===== src/rtl/fifo_pkg.sv =====
// Shared constants and helpers for the fifo block and its read-side controller.
package fifo_pkg;

  localparam int FIFO_DATA_WIDTH = 32;
  localparam int FIFO_DEPTH      = 16;

  // Occupancy counters must represent 0..depth inclusive.
  function automatic int cnt_width(input int depth);
    return $clog2(depth) + 1;
  endfunction

endpackage


===== src/rtl/fifo_skid_buf.sv =====
// Two-entry valid/ready output buffer. Entry 0 (head) drives the stream;
// entry 1 (tail) holds the word that arrived while the head was stalled.
module fifo_skid_buf
  import fifo_pkg::*;
#(
  parameter int DATA_WIDTH = FIFO_DATA_WIDTH
) (
  input  logic                  clk,
  input  logic                  rst_n,
  input  logic                  push,
  input  logic [DATA_WIDTH-1:0] push_data,
  input  logic                  pop,
  output logic                  out_valid,
  output logic [DATA_WIDTH-1:0] out_data,
  output logic [1:0]            count
);

  logic [DATA_WIDTH-1:0] head_q, head_d;
  logic [DATA_WIDTH-1:0] tail_q, tail_d;
  logic [1:0]            cnt_q, cnt_d;

  // Next-state: the head only changes on a pop or when filling an empty buffer,
  // so the stream payload stays stable while stalled.
  always_comb begin
    head_d = head_q;
    tail_d = tail_q;
    cnt_d  = cnt_q;
    case ({push, pop})
      2'b10: begin
        if (cnt_q == 2'd0) head_d = push_data;
        else               tail_d = push_data;
        cnt_d = cnt_q + 2'd1;
      end
      2'b01: begin
        if (cnt_q == 2'd2) head_d = tail_q;
        cnt_d = cnt_q - 2'd1;
      end
      2'b11: begin
        if (cnt_q == 2'd2) begin
          head_d = tail_q;
          tail_d = push_data;
        end else begin
          head_d = push_data;
        end
      end
      default: ;
    endcase
  end

  // Buffer storage and fill level.
  always_ff @(posedge clk or negedge rst_n) begin
    if (!rst_n) begin
      head_q <= '0;
      tail_q <= '0;
      cnt_q  <= 2'd0;
    end else begin
      head_q <= head_d;
      tail_q <= tail_d;
      cnt_q  <= cnt_d;
    end
  end

  assign out_valid = (cnt_q != 2'd0);
  assign out_data  = head_q;
  assign count     = cnt_q;

endmodule


===== src/rtl/fifo_rd_ctrl.sv =====
// Read-side controller for the flagless fifo: tracks occupancy by snooping the
// writer, issues reads only when data is present, and hides the one-cycle read
// latency behind a 2-entry output buffer feeding a valid/ready stream.
// Optional build macro: FIFO_RD_CTRL_ERR_EN enables the sticky ovf_err flop;
// without it ovf_err is tied low.
module fifo_rd_ctrl
  import fifo_pkg::*;
#(
  parameter int DATA_WIDTH = FIFO_DATA_WIDTH,
  parameter int DEPTH      = FIFO_DEPTH
) (
  input  logic                        clk,
  input  logic                        rst_n,
  input  logic                        wr_en_snoop,
  output logic                        fifo_rd_en,
  input  logic [DATA_WIDTH-1:0]       fifo_rd_data,
  output logic                        m_valid,
  output logic [DATA_WIDTH-1:0]       m_data,
  input  logic                        m_ready,
  output logic [cnt_width(DEPTH)-1:0] count,
  output logic                        full,
  output logic                        empty,
  output logic                        ovf_err
);

  localparam int CW = cnt_width(DEPTH);

  logic [CW-1:0] count_q, count_d;
  logic          full_q, empty_q;
  logic          inflight_q;
  logic [1:0]    buf_cnt;
  logic          pop;
  logic          wr_counted;

  assign pop        = m_valid & m_ready;
  assign wr_counted = wr_en_snoop & ~full_q;

  // Read issue: data must be present, and the buffer plus the read in flight,
  // less the word leaving this cycle, must leave room for one more.
  always_comb begin
    fifo_rd_en = (count_q != '0) &&
                 (({1'b0, buf_cnt} + {2'b00, inflight_q}) < (3'd2 + {2'b00, pop}));
    count_d    = count_q + CW'(wr_counted) - CW'(fifo_rd_en);
  end

  // Occupancy, registered flags and read-latency tracker.
  always_ff @(posedge clk or negedge rst_n) begin
    if (!rst_n) begin
      count_q    <= '0;
      full_q     <= 1'b0;
      empty_q    <= 1'b1;
      inflight_q <= 1'b0;
    end else begin
      count_q    <= count_d;
      full_q     <= (count_d == CW'(DEPTH));
      empty_q    <= (count_d == '0);
      inflight_q <= fifo_rd_en;
    end
  end

  assign count = count_q;
  assign full  = full_q;
  assign empty = empty_q;

`ifdef FIFO_RD_CTRL_ERR_EN
  logic ovf_q;

  // Sticky flag: a write landed on a full fifo with no read to make room.
  always_ff @(posedge clk or negedge rst_n) begin
    if (!rst_n)                                      ovf_q <= 1'b0;
    else if (wr_en_snoop && full_q && !fifo_rd_en)   ovf_q <= 1'b1;
  end

  assign ovf_err = ovf_q;
`else
  assign ovf_err = 1'b0;
`endif

  fifo_skid_buf #(
    .DATA_WIDTH(DATA_WIDTH)
  ) u_out_buf (
    .clk      (clk),
    .rst_n    (rst_n),
    .push     (inflight_q),
    .push_data(fifo_rd_data),
    .pop      (pop),
    .out_valid(m_valid),
    .out_data (m_data),
    .count    (buf_cnt)
  );

endmodule


===== config.mk =====
export PLATFORM = sky130hd
export DESIGN_NAME = fifo_rd_ctrl
export DESIGN_NICKNAME = d
export VERILOG_FILES = /design/src/rtl/fifo_pkg.sv /design/src/rtl/fifo_skid_buf.sv /design/src/rtl/fifo_rd_ctrl.sv
export SDC_FILE = /design/constraint.sdc
export NUM_CORES = 1
export LEC_CHECK = 0
export CORE_AREA = 2 2 98 138
export DETAILED_ROUTE_END_ITERATION = 8
export DIE_AREA = 0 0 100 140
export GPL_ROUTABILITY_DRIVEN = 0
export GPL_TIMING_DRIVEN = 0
export PLACE_DENSITY = 0.5
export REMOVE_ABC_BUFFERS = 1
export SYNTH_ARGS = -nofsm -noshare
export SYNTH_HDL_FRONTEND = slang
export SYNTH_SLANG_ARGS = --single-unit

===== constraint.sdc =====
create_clock -name clk -period 7.7 [get_ports clk]
set_input_delay 1.925 -clock clk [delete_from_list [all_inputs] [get_ports clk]]
set_output_delay 1.925 -clock clk [all_outputs]
set_load 0.05 [all_outputs]

Yosys cells after proc, flatten, opt, wreduce, memory -nomap -nowiden
Cells that the tools add are included.
{"block": "totals", "input_bits": 36, "ff_bits": 74, "out_inout_bits": 42, "word_cells": 44}
{"block": "op_classes", "bitwise": 3, "eq_ne": 9, "n_mux": 8, "n_addsub": 6, "n_lt_le_gt_ge": 1, "n_reduce_logical": 10}
{"op": "two-way mux 32 bit", "count": 5}
{"op": "case mux 32 bit (3 select lines)", "count": 1}
{"op": "case mux 32 bit (2 select lines)", "count": 1}
{"op": "== test 2 bit (second input constant)", "count": 3}
{"op": "inequality test 2 x 1 -> 1 bit (second input constant)", "count": 3}
{"op": "AND reduction 3 bit", "count": 2}
{"op": "nonzero test 2 bit", "count": 3}
{"op": "adder 5 x 1 -> 5 bit", "count": 1}
{"op": "== test 5 bit (second input constant)", "count": 1}
{"op": "logical NOT 5 bit", "count": 1}
{"op": "nonzero test 5 bit", "count": 1}
{"op": "subtractor 5 x 1 -> 5 bit", "count": 1}
{"op": "case mux 2 bit (2 select lines)", "count": 1}
{"op": "adder 2 x 1 -> 3 bit", "count": 1}
{"op": "adder 2 x 1 -> 3 bit (first input constant)", "count": 1}
{"op": "less-than comparator 3 bit", "count": 1}
{"op": "nonzero test 3 bit", "count": 1}
{"op": "adder 2 x 1 -> 2 bit (second input constant)", "count": 1}
{"op": "AND 1 bit", "count": 2}
{"op": "== test 2 x 1 -> 1 bit (second input constant)", "count": 1}
{"op": "logical NOT 2 bit", "count": 1}
{"op": "inequality test 2 bit (second input constant)", "count": 1}
{"op": "subtractor 2 x 1 -> 2 bit (second input constant)", "count": 1}
{"op": "logical AND 1 bit", "count": 1}
{"op": "inverter 1 bit", "count": 1}

Logic depth before layout (Yosys ltp)
Gate-level depths: netlist of run 1.
{"block": "depth", "word_depth": 7, "ltp_mapped": 11, "ltp_nobuf": 11}

Cells and area by module
Synthesis of run 1 repeated with hierarchy kept, for this count alone.
{"block": "hier_totals", "hier_cells": 402, "area_unflattened_um2": 4347.9}
{"mod": "fifo_skid_buf", "cells_each": 351, "seq_area_each_um2": 1651.6, "n_inst": 1, "area_per_inst_um2": 3804.9}
{"mod": "fifo_rd_ctrl", "cells_each": 51, "seq_area_each_um2": 201.4, "n_inst": 1, "area_per_inst_um2": 543.0}

Worst setup path after synthesis of run 1
OpenSTA, ideal clock, no wires.
{"block": "synth_path", "kind": "input to output", "start": "input m_ready", "end": "output fifo_rd_en", "required_ns": 5.775, "n_path_buf": 0, "stages": 3, "path_slack_ns": 2.147, "arrival_time_ns": 3.628, "cell_sequence": "o21ai_0 > o21a_1 > a311oi_1"}
{"block": "synth_between", "elab_chain_cells": 4}
{"element": "start: declaration", "line": "fifo_rd_ctrl.sv:19", "rtl": "input logic m_ready,"}
{"element": "AND 1 bit", "line": "fifo_rd_ctrl.sv:35", "rtl": "assign pop = m_valid & m_ready;"}
{"element": "adder 2 x 1 -> 3 bit", "line": "fifo_rd_ctrl.sv:42", "rtl": "(({1'b0, buf_cnt} + {2'b00, inflight_q}) < (3'd2 + {2'b00, pop}));"}
{"element": "less-than comparator 3 bit", "line": "fifo_rd_ctrl.sv:42"}
{"element": "logical AND 1 bit", "line": "fifo_rd_ctrl.sv:41", "rtl": "fifo_rd_en = (count_q != '0) &&"}
{"element": "end: declaration", "line": "fifo_rd_ctrl.sv:15", "rtl": "output logic fifo_rd_en,"}
Every way passes these cells.

Worst setup path in the final report of run 1
Same ends and word-level chain as after synthesis.

==> results of run 1 <==
## cell usage in the layout (no fill, tap or decap), types with 2 or more instances in the layout
master and instances:
mux2_4 30, a21oi_1 2, buf_16 3, xor2_1 3, inv_1 8, nand2_1 3, mux2_2 2, ha_1 11
a211oi_1 32, o211ai_1 2, dfrtp_1 73, clkinv_4 2, o31ai_1 2, clkbuf_16 9, a31oi_1 32, xnor2_1 4
a22oi_1 2, nor2_1 2, clkinvlp_4 2, o21ai_0 33, clkdlybuf4s50_1 75, nand3_1 33
## cell type report
cell class / instances / area (um2)
Sequential cell: 74 / 1850
Tap cell: 153 / 191
Fill cell: 1239 / 7790
Multi-Input combinational cell: 214 / 1730
Inverter: 8 / 30.0
Timing Repair Buffer: 80 / 861
Clock inverter: 6 / 67.6
Clock buffer: 10 / 229
## per-layer routing
metal / share of wire (%) / track usage, %
met5: 0 / 0
met4: 1.7 / 5.77
met3: 6.5 / 3.79
met2: 49 / 26.5
met1: 43 / 20.9
## worst register-to-register path, cell delays in order, from the launching register on
cell     delay, ns
dfrtp_1       0.50
o21ai_0       0.45
inv_1         0.12
ha_2          0.48
nor3_4        0.80
a21o_1        1.00
a31oi_1       0.23
## worst paths after layout
kind / endpoint / slack [ns] / cells after the start
hold / removal: u_out_buf.tail_q[31] / 0.50 / 1
max in group asynchronous: u_out_buf.out_data[9] / 5.55 / 2
hold reg to reg: u_out_buf.tail_q[31] / 0.50 / 1
min in group asynchronous: inflight_q / 1.56 / 1
setup reg to reg: u_out_buf.out_data[13] / 3.92 / 6
setup / recovery: fifo_rd_en / 1.66 / 5
## through the flow
| step | cell area [um2] | worst slack [ns] | cells |
|---|---|---|---|
| CTS | 4970 | 1.62 | 545 |
| floorplan | 3590 | 2.15 | 296 |
| global placement | 4540 | 0.246 | 525 |
| detailed placement | 4670 | 1.65 | 529 |
| global route | 4970 | 1.48 | 545 |
| finish | 4970 | 1.66 | 545 |
## sequential cells by signal, indices dropped and copies added (netlist names)
register	count
count	5
u_out_buf.count	2
empty	1
u_out_buf.tail_q	32
full	1
inflight_q	1
u_out_buf.out_data	32
## logic make-up (layout without fill, tap and decap cells)
logic type / Yosys count / count (layout) / share of synthesized area, %
xor+xnor: 7 / 7 / 1.62
mux: 33 / 33 / 12.8
flops: 74 / 74 / 49.0
compound gates: 110 / 110 / 18.8
fa+ha+maj: 13 / 13 / 4.50
other cells: 1 / 1 / 0.0991
simple gates: 50 / 50 / 7.24
buf+inv: 38 / 104 / 5.99
==> impl_metrics.toml, run 1 <==
[clock_network]
htree_levels = 3
post_cts_buffers = 0
cts-resized-gates = 0
cts_num_sinks = 74
cts-root-buf = "clkbuf_16"
cts_buffers = 9
clk_latency_ns = 0.33
clock_path_buffers = 2
cts_tree = "yes"
postCtsHoldBufs = 0
clk_pin_slew_ns = 0.06

[sta]
max_freq_mhz = 166
finalCriticalPeriod_ns = 6.04
fin_hold_ws_ns = 0.500
worst_slew_pin_slew_ns = 1.25
timing.final.crit_share_pct = 78.5
slew_violations = 0
rsz0062_at_grt = "no"
setup_tns_ns = 0
skew_ns = 0.00959
setup_viol = 0
relSlewSlack_pct = 17.0
finalHoldViolCount = 0

[grt]
grt_pass1_vias = 3276
grt_max_degree = 41
grt_pass1_wl_um = 17800
antenna_found_initial = 0
overflow = 0
gr-usage-all-layers_pct = 16.2

[setup_path]
crit_family = "buffers and inverters"
path_buf_inv = 2
cp_common_cell = "clkdlybuf4s50_1"
crit_type = "in -> out"
crit_fanout = 4
critPathLaunchType = "input pin"
required_ns = 5.78
startpoint = "m_ready"
cp_slowest_cell = "clkdlybuf4s50_1"
crit_path_end_kind = "output pin"
regToRegStartpoint = "u_out_buf.count[1]"
cp_slowest_stage_delay_ns = 0.90
critical_path_arrival_ns = 4.12
crit_chain = "clkdlybuf4s50_1 -> o21ai_0 -> o21a_1 -> a311oi_1 -> clkdlybuf4s50_1"

[route]
postRouteAntennaNets = 0
vias_per_cell = 5.40
dr.pass1.iters = 4
routed_wl_um = 10800
avgRoutedWirePerCell_um = 19.9
num_vias = 2941
drc = 0
first_iter_violations = 152

[yosys]
yosysWarnings = 0
synth_area_per_cell_um2 = 11.6
ys_ff_latch = 74
synthCells = 326
synth_edf_count = 0
synth_ff_type = "dfrtp_1"
ys_seq_area_share_pct = 49.0
synth_most_common_cell = "dfrtp_1"
syn_area_um2 = 3780
synthArstFlopShare_pct = 100
synth_largest_area_cell = "dfrtp_1"
synthTopCellsByArea = "dfrtp_1 48%, mux2_4 12%, a211oi_1 6.4%"
synth_top_area_share_pct = 48.3
ys_top_cells_by_count = "73 x dfrtp_1, 33 x nand3_1, 33 x o21ai_0"
yosysUniqueCellTypes = 41

[final_layout]
layout-drive-gt1-share_pct = 15.6
n_antenna_cell = 0
final_util_pct = 38.9
num-nets-final = 436
syn_to_final_growth_pct = 31.3

[floorplanning]
dieArea_um2 = 14000
boundaryPins = 78
initial_core_util_pct = 29.7
row_count = 49
die_w_um = 100
core_area_um2 = 12800
die_y_um = 140

[run_status]
outcome = "complete, no violations"

[min_path]
min_from = "u_out_buf.tail_q[31]"
hold_path_class = "reg -> reg"

[place]
port_buffers = 76
dp_hpwl_um = 6360

[job]
drv_cap = 0
Power of run 1 is not shown: default switching activity piles up to over one toggle a cycle in this logic, so the estimate is an artifact.
==> inputs of run 2 (changes only) <==
--- a/config.mk
+++ b/config.mk
@@ -10,7 +10,7 @@
 export DIE_AREA = 0 0 100 140
 export GPL_ROUTABILITY_DRIVEN = 0
 export GPL_TIMING_DRIVEN = 0
-export PLACE_DENSITY = 0.5
+export PLACE_DENSITY = 0.52
 export REMOVE_ABC_BUFFERS = 1
 export SYNTH_ARGS = -nofsm -noshare
 export SYNTH_HDL_FRONTEND = slang
==> constraint.sdc (replaced) <==
create_clock -name clk -period 5.5 [get_ports clk]
set_input_delay 1.375 -clock clk [delete_from_list [all_inputs] [get_ports clk]]
set_output_delay 1.375 -clock clk [all_outputs]
set_load 0.05 [all_outputs]
==> run 2 against run 1 <==
Compared with the run above: worst hold slack improved by 0.0015 ns; count of clock-buffer cells in the layout unchanged; flip-flop and latch count unchanged; global-route usage decreased by 0.72 points; utilization decreased by 0.18 points; final cell count unchanged; worst setup slack got worse by 1.1 ns; critical path type unchanged.
==> impl_metrics.toml, run 2 (synthesis gave the netlist of run 1 again) <==
[run_status]
outcome = "complete, no violations"

[place]
dp_slack_ns = 0.602
dpl.cell_count = 529
dp_hpwl_um = 6470
port_buffers = 76
placed_area_um2 = 4660

[grt]
gr-usage-met1_pct = 19.9
overflow = 0
gr-usage-all-layers_pct = 15.5
grt_pass1_wl_um = 16800
grt.busiest_layer = "met2"
grt_pass1_vias = 3120
grt_max_degree = 42
grtUsageMet3_pct = 4.54
met2_usage_pct = 24.3
antenna_found_initial = 0

[sta]
setup_ws_ns = 0.591
relSlewSlack_pct = 17.9
setup_tns_ns = 0
worst_slew_pin_slew_ns = 1.23
finalCriticalPeriod_ns = 4.91
setup_viol = 0
timing.final.crit_share_pct = 89.3
rsz0062_at_grt = "no"
slew_violations = 0
max_freq_mhz = 204
finalHoldViolCount = 0
skew_ns = 0.00658

[route]
vias_per_cell = 5.36
num_vias = 2919
avgRoutedWirePerCell_um = 19.4
routed_wl_um = 10600
first_iter_violations = 139
drc = 0
postRouteAntennaNets = 0
dr.pass1.iters = 4

[final_layout]
most-common-layout-cells = "75 x clkdlybuf4s50_1, 73 x dfrtp_1, 33 x o21ai_0, 33 x nand3_1"
num-nets-final = 436
final_cell_count_no_fill = 545
layout-drive-gt1-share_pct = 15.6
final_cell_area_um2 = 4940
syn_to_final_growth_pct = 30.7
n_antenna_cell = 0
fillers = 1250
final_common_cell = "clkdlybuf4s50_1"

[clock_network]
postCtsHoldBufs = 0
cts-resized-gates = 0
cts_tree = "yes"
clk_latency_ns = 0.33
clock_path_buffers = 2
clk_pin_slew_ns = 0.06
post_cts_buffers = 0
cts_num_sinks = 74
cts_buffers = 9
cts-root-buf = "clkbuf_16"
htree_levels = 3

[setup_path]
crit_fanout = 4
required_ns = 4.12
critPathLaunchType = "input pin"
crit_path_end_kind = "output pin"
critical_path_arrival_ns = 3.53
crit_type = "in -> out"

[floorplanning]
dieArea_um2 = 14000
die_y_um = 140
row_count = 49
core_area_um2 = 12800
boundaryPins = 78
die_w_um = 100
initial_core_util_pct = 29.7

[min_path]
hold_path_class = "reg -> reg"

[job]
drv_cap = 0
-- run 2: cell count changes in the layout (fill, tap and decap cells not counted) --
| cell | change |
|---|---|
| clkinv_2 | +3 |
| clkinv_4 | -2 |
| buf_16 | -1 |
| buf_8 | +1 |
| clkinvlp_4 | -1 |
-- run 2: layout make-up --
| class | count | area [um2] | area share [%] |
|---|---|---|---|
| inverters | 8 | 30.0 | 0.607 |
| clock inverters | 6 | 57.6 | 1.16 |
| multi-input cells | 214 | 1730 | 35.1 |
| repair buffers | 80 | 848 | 17.2 |
| well taps | 153 | 191 | 3.87 |
| clock buffers | 10 | 229 | 4.63 |
| flip-flops and latches | 74 | 1850 | 37.5 |
-- run 2: metal layers --
layer / routed length [um] / vias to the layer above
met3: 718 / 18
met2: 5200 / 104
met1: 4440 / 1452
met5: 0 / -
met4: 210 / 0
li1: - / 1345
-- run 2: final timing paths --
check / slack, ns / cells after the start / startpoint / endpoint
max: 0.59 / 5 / m_ready / fifo_rd_en
min: 0.50 / 1 / u_out_buf.tail_q[31] / u_out_buf.tail_q[31]
max reg2reg: 1.72 / 6 / u_out_buf.count[1] / u_out_buf.out_data[2]
min reg2reg: 0.50 / 1 / u_out_buf.tail_q[31] / u_out_buf.tail_q[31]
max in group asynchronous: 3.89 / 2 / rst_n / empty
min in group asynchronous: 0.99 / 1 / rst_n / u_out_buf.tail_q[9]
-- run 2: stage by stage --
step | util, % | hold WS (ns)
after detailed placement | 36.5 | 0.486
final | 38.8 | 0.502
after global routing | 38.8 | 0.512
after CTS | 38.8 | 0.503
after floorplan | - | 0.474
after global placement | 35.6 | 0.484
-- run 2: critical path, cell delays in order --
cell	delay (ns)
clkdlybuf4s50_1	0.46
o21ai_0	0.17
o21a_1	0.23
a311oi_1	0.41
clkdlybuf4s50_1	0.89
Power of run 2 is left out for the same reason.
==> inputs of run 3 (changes only) <==
==> constraint.sdc (replaced) <==
create_clock -name clk -period 5.5 [get_ports clk]
set_input_delay 1.375 -clock clk [delete_from_list [all_inputs] [get_ports clk]]
set_output_delay 1.375 -clock clk [all_outputs]
set_load 0.01 [all_outputs]
==> results of run 3 <==
Same layout as run 2 (identical final DEF). Status: complete, no violations.
Among the figures that moved: setup slack after placement 0.602 ns -> 0.649 ns; setup slack after layout 0.591 ns -> 0.858 ns
Note: power is estimated with default switching activity, not from simulation.
